### config.mk
export PLATFORM = sky130hd
export DESIGN_NAME = seq_alu_flat
export DESIGN_NICKNAME = d
export VERILOG_FILES = /design/src/rtl/seq_alu_if.sv /design/src/rtl/seq_alu.sv /design/src/flat_wrapper.sv
export SDC_FILE = /design/constraint.sdc
export NUM_CORES = 1
export LEC_CHECK = 0
export ABC_AREA = 1
export ABC_CLOCK_PERIOD_IN_PS = 2700
export CELL_PAD_IN_SITES_DETAIL_PLACEMENT = 1
export CELL_PAD_IN_SITES_GLOBAL_PLACEMENT = 1
export CORE_MARGIN = 2
export CORE_UTILIZATION = 38
export CTS_BUF_LIST = sky130_fd_sc_hd__clkbuf_8
export DETAILED_ROUTE_END_ITERATION = 6
export PLACE_DENSITY = 0.95
export REMOVE_ABC_BUFFERS = 1
export SETUP_SLACK_MARGIN = 0.02
export SYNTH_ARGS = -nofsm -noshare
export SYNTH_HDL_FRONTEND = slang
export SYNTH_SLANG_ARGS = --single-unit
### constraint.sdc
create_clock -name clk -period 2.7 [get_ports clk]
set_input_delay 0.27 -clock clk [delete_from_list [all_inputs] [get_ports clk]]
set_output_delay 0.27 -clock clk [all_outputs]
set_load 0.02 [all_outputs]
### src/rtl/seq_alu_if.sv
// Operand/opcode request and registered result/flag bus for seq_alu.
// The master drives requests; the ALU (slave) returns status, result and flags.
interface seq_alu_if #(
  parameter int unsigned N = 4
);
  logic         start;
  logic [3:0]   op;
  logic [N-1:0] num1;
  logic [N-1:0] num2;
  logic         busy;
  logic         done;
  logic [N-1:0] result;
  logic         Z;
  logic         N_flag;
  logic         V;
  logic         C;

  modport master (
    output start, op, num1, num2,
    input  busy, done, result, Z, N_flag, V, C
  );

  modport slave (
    input  start, op, num1, num2,
    output busy, done, result, Z, N_flag, V, C
  );
endinterface

### src/rtl/seq_alu.sv
// Multi-cycle N-bit ALU with start/done handshake and registered result/flags.
// Define SEQ_ALU_MULDIV_EN to build the iterative MUL/DIV/MOD datapath.
module seq_alu #(
  parameter int unsigned N = 4
) (
  input logic    clk,
  input logic    rst_n,
  seq_alu_if.slave bus
);
  localparam int unsigned Sw = $clog2(N);

`ifdef SEQ_ALU_MULDIV_EN
  typedef enum logic [1:0] {StIdle, StExec, StIter} state_e;
`else
  typedef enum logic [1:0] {StIdle, StExec} state_e;
`endif

  state_e       state_q, state_d;
  logic [N-1:0] result_q;
  logic         z_q, n_q, v_q, c_q;

  logic         upd;
  logic [N-1:0] res_new;
  logic         c_new, v_new;

  // Single-cycle results, evaluated from the live request so they are ready at acceptance.
  logic [N:0]    sum, dif;
  logic [Sw-1:0] shamt;
  logic [N-1:0]  s_res;
  logic          s_c, s_v;

  always_comb begin
    sum   = {1'b0, bus.num1} + {1'b0, bus.num2};
    dif   = {1'b0, bus.num1} - {1'b0, bus.num2};
    shamt = bus.num2[Sw-1:0];
    s_res = '0;
    s_c   = 1'b0;
    s_v   = 1'b0;
    case (bus.op)
      4'd0: begin
        s_res = sum[N-1:0];
        s_c   = sum[N];
        s_v   = (bus.num1[N-1] == bus.num2[N-1]) && (sum[N-1] != bus.num1[N-1]);
      end
      4'd1: begin
        s_res = dif[N-1:0];
        s_c   = dif[N];
        s_v   = (bus.num1[N-1] != bus.num2[N-1]) && (dif[N-1] != bus.num1[N-1]);
      end
      4'd2:    s_res = bus.num1 & bus.num2;
      4'd3:    s_res = bus.num1 | bus.num2;
      4'd4:    s_res = bus.num1 ^ bus.num2;
      4'd5:    s_res = bus.num1 << shamt;
      4'd6:    s_res = bus.num1 >> shamt;
      default: s_res = '0;
    endcase
  end

`ifdef SEQ_ALU_MULDIV_EN
  // acc_q holds {high, low}: product for MUL, {remainder, dividend/quotient} for DIV/MOD.
  logic [Sw-1:0]  cnt_q, cnt_d;
  logic [2*N-1:0] acc_q, acc_d;
  logic [N-1:0]   opnd_q, opnd_d;
  logic [3:0]     op_q, op_d;
  logic [N:0]     mul_hi;
  logic [N+1:0]   div_diff;
  logic [2*N-1:0] mul_step, div_step;
  logic           is_div;

  always_comb begin
    mul_hi   = acc_q[0] ? ({1'b0, acc_q[2*N-1:N]} + {1'b0, opnd_q}) : {1'b0, acc_q[2*N-1:N]};
    mul_step = {mul_hi, acc_q[N-1:1]};
    div_diff = {1'b0, acc_q[2*N-1:N-1]} - {2'b00, opnd_q};
    div_step = div_diff[N+1] ? {acc_q[2*N-2:0], 1'b0}
                             : {div_diff[N-1:0], acc_q[N-2:0], 1'b1};
    is_div   = (bus.op == 4'd8) || (bus.op == 4'd9);
  end
`endif

  always_comb begin
    state_d = state_q;
    upd     = 1'b0;
    res_new = '0;
    c_new   = 1'b0;
    v_new   = 1'b0;
`ifdef SEQ_ALU_MULDIV_EN
    cnt_d   = cnt_q;
    acc_d   = acc_q;
    opnd_d  = opnd_q;
    op_d    = op_q;
`endif
    case (state_q)
      StIdle: begin
        if (bus.start) begin
`ifdef SEQ_ALU_MULDIV_EN
          if (bus.op == 4'd7 || (is_div && bus.num2 != '0)) begin
            op_d    = bus.op;
            cnt_d   = Sw'(N - 1);
            acc_d   = {{N{1'b0}}, (bus.op == 4'd7) ? bus.num2 : bus.num1};
            opnd_d  = (bus.op == 4'd7) ? bus.num1 : bus.num2;
            state_d = StIter;
          end else if (is_div) begin
            upd     = 1'b1;
            v_new   = 1'b1;
            state_d = StExec;
          end else begin
            upd     = 1'b1;
            res_new = s_res;
            c_new   = s_c;
            v_new   = s_v;
            state_d = StExec;
          end
`else
          upd     = 1'b1;
          res_new = s_res;
          c_new   = s_c;
          v_new   = s_v;
          state_d = StExec;
`endif
        end
      end
      StExec: state_d = StIdle;
`ifdef SEQ_ALU_MULDIV_EN
      StIter: begin
        acc_d = (op_q == 4'd7) ? mul_step : div_step;
        if (cnt_q == '0) begin
          upd     = 1'b1;
          state_d = StExec;
          case (op_q)
            4'd7: begin
              res_new = mul_step[N-1:0];
              c_new   = |mul_step[2*N-1:N];
            end
            4'd8:    res_new = div_step[N-1:0];
            default: res_new = div_step[2*N-1:N];
          endcase
        end else begin
          cnt_d = cnt_q - Sw'(1);
        end
      end
`endif
      default: state_d = StIdle;
    endcase
  end

  always_ff @(posedge clk or negedge rst_n) begin
    if (!rst_n) begin
      state_q  <= StIdle;
      result_q <= '0;
      z_q      <= 1'b0;
      n_q      <= 1'b0;
      v_q      <= 1'b0;
      c_q      <= 1'b0;
`ifdef SEQ_ALU_MULDIV_EN
      cnt_q    <= '0;
      acc_q    <= '0;
      opnd_q   <= '0;
      op_q     <= '0;
`endif
    end else begin
      state_q <= state_d;
      if (upd) begin
        result_q <= res_new;
        z_q      <= (res_new == '0);
        n_q      <= res_new[N-1];
        v_q      <= v_new;
        c_q      <= c_new;
      end
`ifdef SEQ_ALU_MULDIV_EN
      cnt_q  <= cnt_d;
      acc_q  <= acc_d;
      opnd_q <= opnd_d;
      op_q   <= op_d;
`endif
    end
  end

  assign bus.busy   = (state_q != StIdle);
  assign bus.done   = (state_q == StExec);
  assign bus.result = result_q;
  assign bus.Z      = z_q;
  assign bus.N_flag = n_q;
  assign bus.V      = v_q;
  assign bus.C      = c_q;
endmodule

### src/flat_wrapper.sv
// flat-port wrapper written by rule: the top's interface ports become plain ports
module seq_alu_flat 
#(
  parameter int unsigned N = 4
)
  (clk, rst_n, bus_start, bus_op, bus_num1, bus_num2, bus_busy, bus_done, bus_result, bus_Z, bus_N_flag, bus_V, bus_C);
  seq_alu_if #(.N(N)) bus_i ();
  input logic clk;
  input logic rst_n;
  input wire logic [$bits(bus_i.start)-1:0] bus_start;
  input wire logic [$bits(bus_i.op)-1:0] bus_op;
  input wire logic [$bits(bus_i.num1)-1:0] bus_num1;
  input wire logic [$bits(bus_i.num2)-1:0] bus_num2;
  output wire logic [$bits(bus_i.busy)-1:0] bus_busy;
  output wire logic [$bits(bus_i.done)-1:0] bus_done;
  output wire logic [$bits(bus_i.result)-1:0] bus_result;
  output wire logic [$bits(bus_i.Z)-1:0] bus_Z;
  output wire logic [$bits(bus_i.N_flag)-1:0] bus_N_flag;
  output wire logic [$bits(bus_i.V)-1:0] bus_V;
  output wire logic [$bits(bus_i.C)-1:0] bus_C;
  assign bus_i.start = bus_start;
  assign bus_i.op = bus_op;
  assign bus_i.num1 = bus_num1;
  assign bus_i.num2 = bus_num2;
  assign bus_busy = bus_i.busy;
  assign bus_done = bus_i.done;
  assign bus_result = bus_i.result;
  assign bus_Z = bus_i.Z;
  assign bus_N_flag = bus_i.N_flag;
  assign bus_V = bus_i.V;
  assign bus_C = bus_i.C;
  seq_alu #(.N(N)) u_core (.clk(clk), .rst_n(rst_n), .bus(bus_i));
endmodule
# Word level (Yosys, flattened, before mapping)
# Cells that the tools add are included.
[op_classes] muxes=13 n_reduce_logical=6 addsub=2 n_bitwise=3 eq_ne=12 n_shift=2
[ops] op="$pmux 4 s7" n=1
[ops] op="$eq 4x3->1 const B" n=3
[ops] op="$eq 4x2->1 const B" n=2
[ops] op="$logic_not 4->1" n=2
[ops] op="$mux 4" n=2
[ops] op="$mux 1" n=6
[ops] op="$add 4x4->5" n=1
[ops] op="$sub 4x4->5" n=1
[ops] op="$and 4x4->4" n=1
[ops] op="$eq 4x1->1 const B" n=1
[ops] op="$mux 2" n=2
[ops] op="$or 4x4->4" n=1
[ops] op="$pmux 1 s2" n=2
[ops] op="$shl 4x2->4" n=1
[ops] op="$shr 4x2->4" n=1
[ops] op="$xor 4x4->4" n=1
[ops] op="$ne 1x1->1" n=3
[ops] op="$eq 2x1->1 const B" n=1
[ops] op="$logic_and 1x1->1" n=2
[ops] op="$logic_not 2->1" n=1
[ops] op="$ne 2x2->1 const B" n=1
[ops] op="$reduce_bool 2->1" n=1
[ops] op="$eq 1x1->1" n=1
[totals] output_inout_bits=10 register_bits=10 in_bits=15 elab_cells=44

# Logic depth before layout (Yosys ltp)
[depth] depth_word=6 depth_mapped=14 mapped_depth_nobuf=14

# Worst setup path after synthesis
# Ideal clock, no wire load.
[synth_path] kind="input port to flip-flop" start="in bus_num2[0]" end="reg u_core.z_q (netlist: u_core.bus.Z)" arrival_ns=1.521 required_ns=2.635 setup_slack_ns=1.114 path_stages=13 cell_sequence="ha_1 inv_1 fa_1 inv_1 nand3_1 nand2_1 nor2_1 nand3_1 nand2_1 nand2_1 nor2_1 nand2_1 nand2_1"
[synth_via] elab_chain_len=5 elab_cells_between_ends=11
[synth_rtl] item="start, declared" line="flat_wrapper.sv:13" source="input wire logic [$bits(bus_i.num2)-1:0] bus_num2;"
[synth_rtl] item="$sub 4x4->5 (tied with other cells)" line="seq_alu.sv:34" source="dif = {1'b0, bus.num1} - {1'b0, bus.num2};"
[synth_rtl] item="$pmux 4 s7 *" line="seq_alu.sv:39" source="case (bus.op)"
[synth_rtl] item="$mux 4 *" line="seq_alu.sv:94" source="if (bus.start) begin"
[synth_rtl] item="$mux 4 *" line="seq_alu.sv:92" source="case (state_q)"
[synth_rtl] item="$logic_not 4->1 *" line="seq_alu.sv:164" source="z_q <= (res_new == '0);"
[synth_rtl] item="end signal, assigned" line="seq_alu.sv:164"
[synth_rtl] item="end, declared" line="seq_alu.sv:20" source="logic z_q, n_q, v_q, c_q;"
# Every way passes the cells marked *; elsewhere a longest branch is shown, timed or not.
# A chain may end at the register's enable or synchronous reset.

# Final worst setup path
# Same ends and word-level chain as after synthesis.

==> qor.csv <==
stage,metric,value,unit
worst_setup_path,FF-to-FF path depth,8,
placement,placed cell areas,1370,µm²
logic_synthesis,part of the Yosys area used for sequential elements,17.8,%
worst_setup_path,category of the most critical setup path,input pin to flop,
floorplan,effective utilization at floorplan,40.4,%
route,detailed-route DRC error count,0,
timing,"Hold Vio Cnt, Final",0,
clocking,cts repair resizes,0,
worst_setup_path,type of element launching the critical path,input pin,
timing,skew final,0.00164,ns
route,remaining antenna violation count after routing,0,
clocking,clock-pin transition on the worst setup and hold timing paths,0.04,ns
global_routing,via count of the first global-routing pass,1318,
timing,final setup violation count,0,
layout,Antenna Cells,0,
floorplan,I/O pins,25,
route,DRT Wirelength,3720,µm
logic_synthesis,share of the synthesized area in compound gates (AO/OA/AOI/OAI),4.24,%
timing,share of the cycle needed by the critical path after routing,89.1,%
worst_setup_path,"Req. time, crit path",2.87,ns
clocking,# H-tree levels,1,
worst_setup_path,Worst EP arrival,2.58,ns
clocking,Num CTS Buffers,3,
route,met2 wire length,1930,µm
placement,weighted congestion at the end of routability-driven global placement,0.842,
clocking,clock root cell,sky130_fd_sc_hd__clkbuf_8,
timing,Period minus WS final,2.40,ns
route,drt initial violations,44,
logic_synthesis,combinational family with the most area after synthesis,simple AND/OR/NAND/NOR gates,
worst_setup_path,register-to-register setup slack,1.02,ns
power_and_ir_drop,leakage power total,0.761,nW
layout,number of nets in the final layout,241,
timing,setup_tns,0,ns
job,# Max-Cap Violations,0,
route,first drt pass iteration count,4,
route,detail-routed net length per standard cell,15.5,µm
floorplan,Die Area,3400,µm²
power_and_ir_drop,power density over the cells,358,nW/µm²
placement,placed wire-length estimate,3080,µm
logic_synthesis,cell count after synthesis,186,
route,total vias in the final route,1284,
logic_synthesis,proportion of synthesized area in mux cells,0,%
layout,area overhead of the layout relative to synthesis,25.8,%
worst_setup_path,highest fanout seen on the critical path,7,
layout,"most common cell after layout, fill and taps aside",sky130_fd_sc_hd__nand2_1,
logic_synthesis,simple-gate portion of the synthesized area,45.4,%
global_routing,global-route wire length before repair,6120,µm
clocking,CTS max path bufs,2,
clocking,number of buffers inserted to repair setup after CTS,0,
timing,highest clock rate,416,MHz
floorplan,floorplan row count,19,
clocking,Skew-Pair Late Insertion Delay,0.23,ns
placement,pre-CTS worst setup slack,0.163,ns
logic_synthesis,number of distinct library cells after synthesis,22,
logic_synthesis,"FF+latch count, synth",8,
timing,Final Worst Setup Slack,0.295,ns
layout,area of all placed cells without fillers,1410,µm²
route,topmost layer with routed signal wires,met4,
floorplan,core footprint,2780,µm²
floorplan,overall die width,58.3,µm
timing,max_slew headroom,63.7,%
worst_setup_path,worst r2r dst,u_core.bus.Z,
worst_setup_path,start of the worst register-to-register path,u_core.state_q[0],
route,WL met1,1590,µm
layout,fill count,379,
timing,transition at the pin with the smallest max-transition slack,0.544,ns
clocking,hold buffers post-CTS,0,
global_routing,largest net degree at the start of global routing,14,
clocking,TritonCTS clock tree,yes,
clocking,number of sinks driven by the clock tree,8,
layout,most frequent cells in the layout,"sky130_fd_sc_hd__nand2_1 (55), sky130_fd_sc_hd__nand3_1 (30), sky130_fd_sc_hd__inv_1 (27)",
layout,ratio of cells with drive above 1 in the final layout,3.35,%
logic_synthesis,number of warnings issued by yosys,0,
global_routing,remaining global-route overflow,0,
logic_synthesis,average size of a mapped cell,6.03,µm²
logic_synthesis,"share of synthesized cell area in full adder, half adder and majority cells",18.1,%
timing,Pins Over Slew Limit,0,
route,ratio of routed vias to standard cells,5.35,
floorplan,DIE HEIGHT,58.3,µm
placement,IO Port Bufs,24,
route,routed length on met3,134,µm
logic_synthesis,xor and xnor area share after synthesis,2.34,%
outcome,outcome,finished clean,
global_routing,global router's overall resource usage,23.4,%
hold_path,path type of the worst min-delay path,input pin to asynchronous set/reset pin,
global_routing,number of antenna violations at the first check in global routing,0,
power_and_ir_drop,Max IR drop VDD,0.000393,V
logic_synthesis,netlist area before placement,1120,µm²
worst_setup_path,Setup crit end kind,flop,
timing,RSZ-0062 raised after global routing,no,
final cells by class:
class | instances | area, µm² | area share [%]
Sequential cell | 8 | 200 | 14.2
Inverter | 28 | 105 | 7.45
Clock buffer | 3 | 41.3 | 2.93
Multi-Input combinational cell | 146 | 786 | 55.7
Tap cell | 31 | 38.8 | 2.75
Timing Repair Buffer | 24 | 240 | 17.0
stage by stage:
stage | hold WS (ns) | total power [mW] | util, % | std cells
after CTS | 0.335 | 0.506 | 50.7 | 240
after floorplan | -0.0256 | 0.258 | - | 182
final | 0.326 | 0.505 | 50.7 | 240
after global placement | 0.467 | 0.341 | 49.3 | 237
after global routing | 0.345 | 0.541 | 50.7 | 240
after detailed placement | 0.474 | 0.356 | 49.3 | 237
synth_stat cells, drive strengths merged:
master / count / area, µm²
fa: 2 / 40.0
dfrtp: 8 / 200
or2: 1 / 6.26
a21oi: 5 / 25.0
nand4: 2 / 12.5
a211oi: 1 / 7.51
nand2: 56 / 213
o21ai: 3 / 15.0
xor2: 2 / 17.5
ha: 13 / 163
nor2: 26 / 103
buf: 4 / 31.3
nand3: 30 / 150
xnor2: 1 / 8.76
inv: 28 / 105
nand3b: 2 / 15.0
nor3: 2 / 10.0
power by group:
group	total (mW)	internal (mW)	leakage (nW)	switching, mW
combinational	0.215	0.0863	0.637	0.129
clock	0.149	0.0970	0.0216	0.0519
sequential	0.141	0.133	0.103	0.00818
total	0.505	0.316	0.761	0.189
state kept, by name, summed over array words and instances (netlist names):
name / count
u_core.bus.Z: 1
u_core.state_q: 1
u_core.bus.result: 4
u_core.bus.V: 1
u_core.bus.C: 1
worst max-delay path, stage by stage:
cell and delay, ns:
sky130_fd_sc_hd__clkdlybuf4s50_1 0.60, sky130_fd_sc_hd__ha_1 0.26, sky130_fd_sc_hd__inv_1 0.07, sky130_fd_sc_hd__fa_1 0.40, sky130_fd_sc_hd__inv_1 0.11, sky130_fd_sc_hd__nand2_1 0.07
sky130_fd_sc_hd__nand2_1 0.07, sky130_fd_sc_hd__nor2_1 0.04, sky130_fd_sc_hd__nor2_1 0.11, sky130_fd_sc_hd__nand2_1 0.11, sky130_fd_sc_hd__nor2_1 0.14, sky130_fd_sc_hd__nand3_1 0.08
sky130_fd_sc_hd__nor2_1 0.11, sky130_fd_sc_hd__nand2_1 0.07, sky130_fd_sc_hd__nand2_1 0.05
layer usage:
metal,up-vias,global-route usage [%]
met5,-,0
met2,29,42.5
met1,620,28.9
met4,0,5.32
met3,6,3.30
li1,629,-
how the worst max path moves through the flow:
stage,from,to,slack (ns),cells past startpoint
6_report,bus_num2[0],u_core.bus.Z,0.30,15
2_1_floorplan,bus_num2[0],u_core.bus.Z,1.11,13
4_1_cts,bus_num2[0],u_core.bus.Z,0.30,15
3_5_place_dp,bus_num2[0],u_core.bus.Z,0.16,15
5_1_grt,bus_num2[0],u_core.bus.Z,0.18,15
3_3_place_gp,bus_num2[0],u_core.bus.Z,0.35,15
logic make-up (layout without fill, tap and decap cells):
kind of cell | after synthesis | after routing
AO/OA/AOI/OAI | 9 | 9
XOR/XNOR | 3 | 3
adder cells (fa/ha/maj) | 15 | 15
buffers and inverters | 32 | 55
flip-flops | 8 | 8
AND/OR/NAND/NOR | 119 | 119
(Power assumes the default switching activity.)
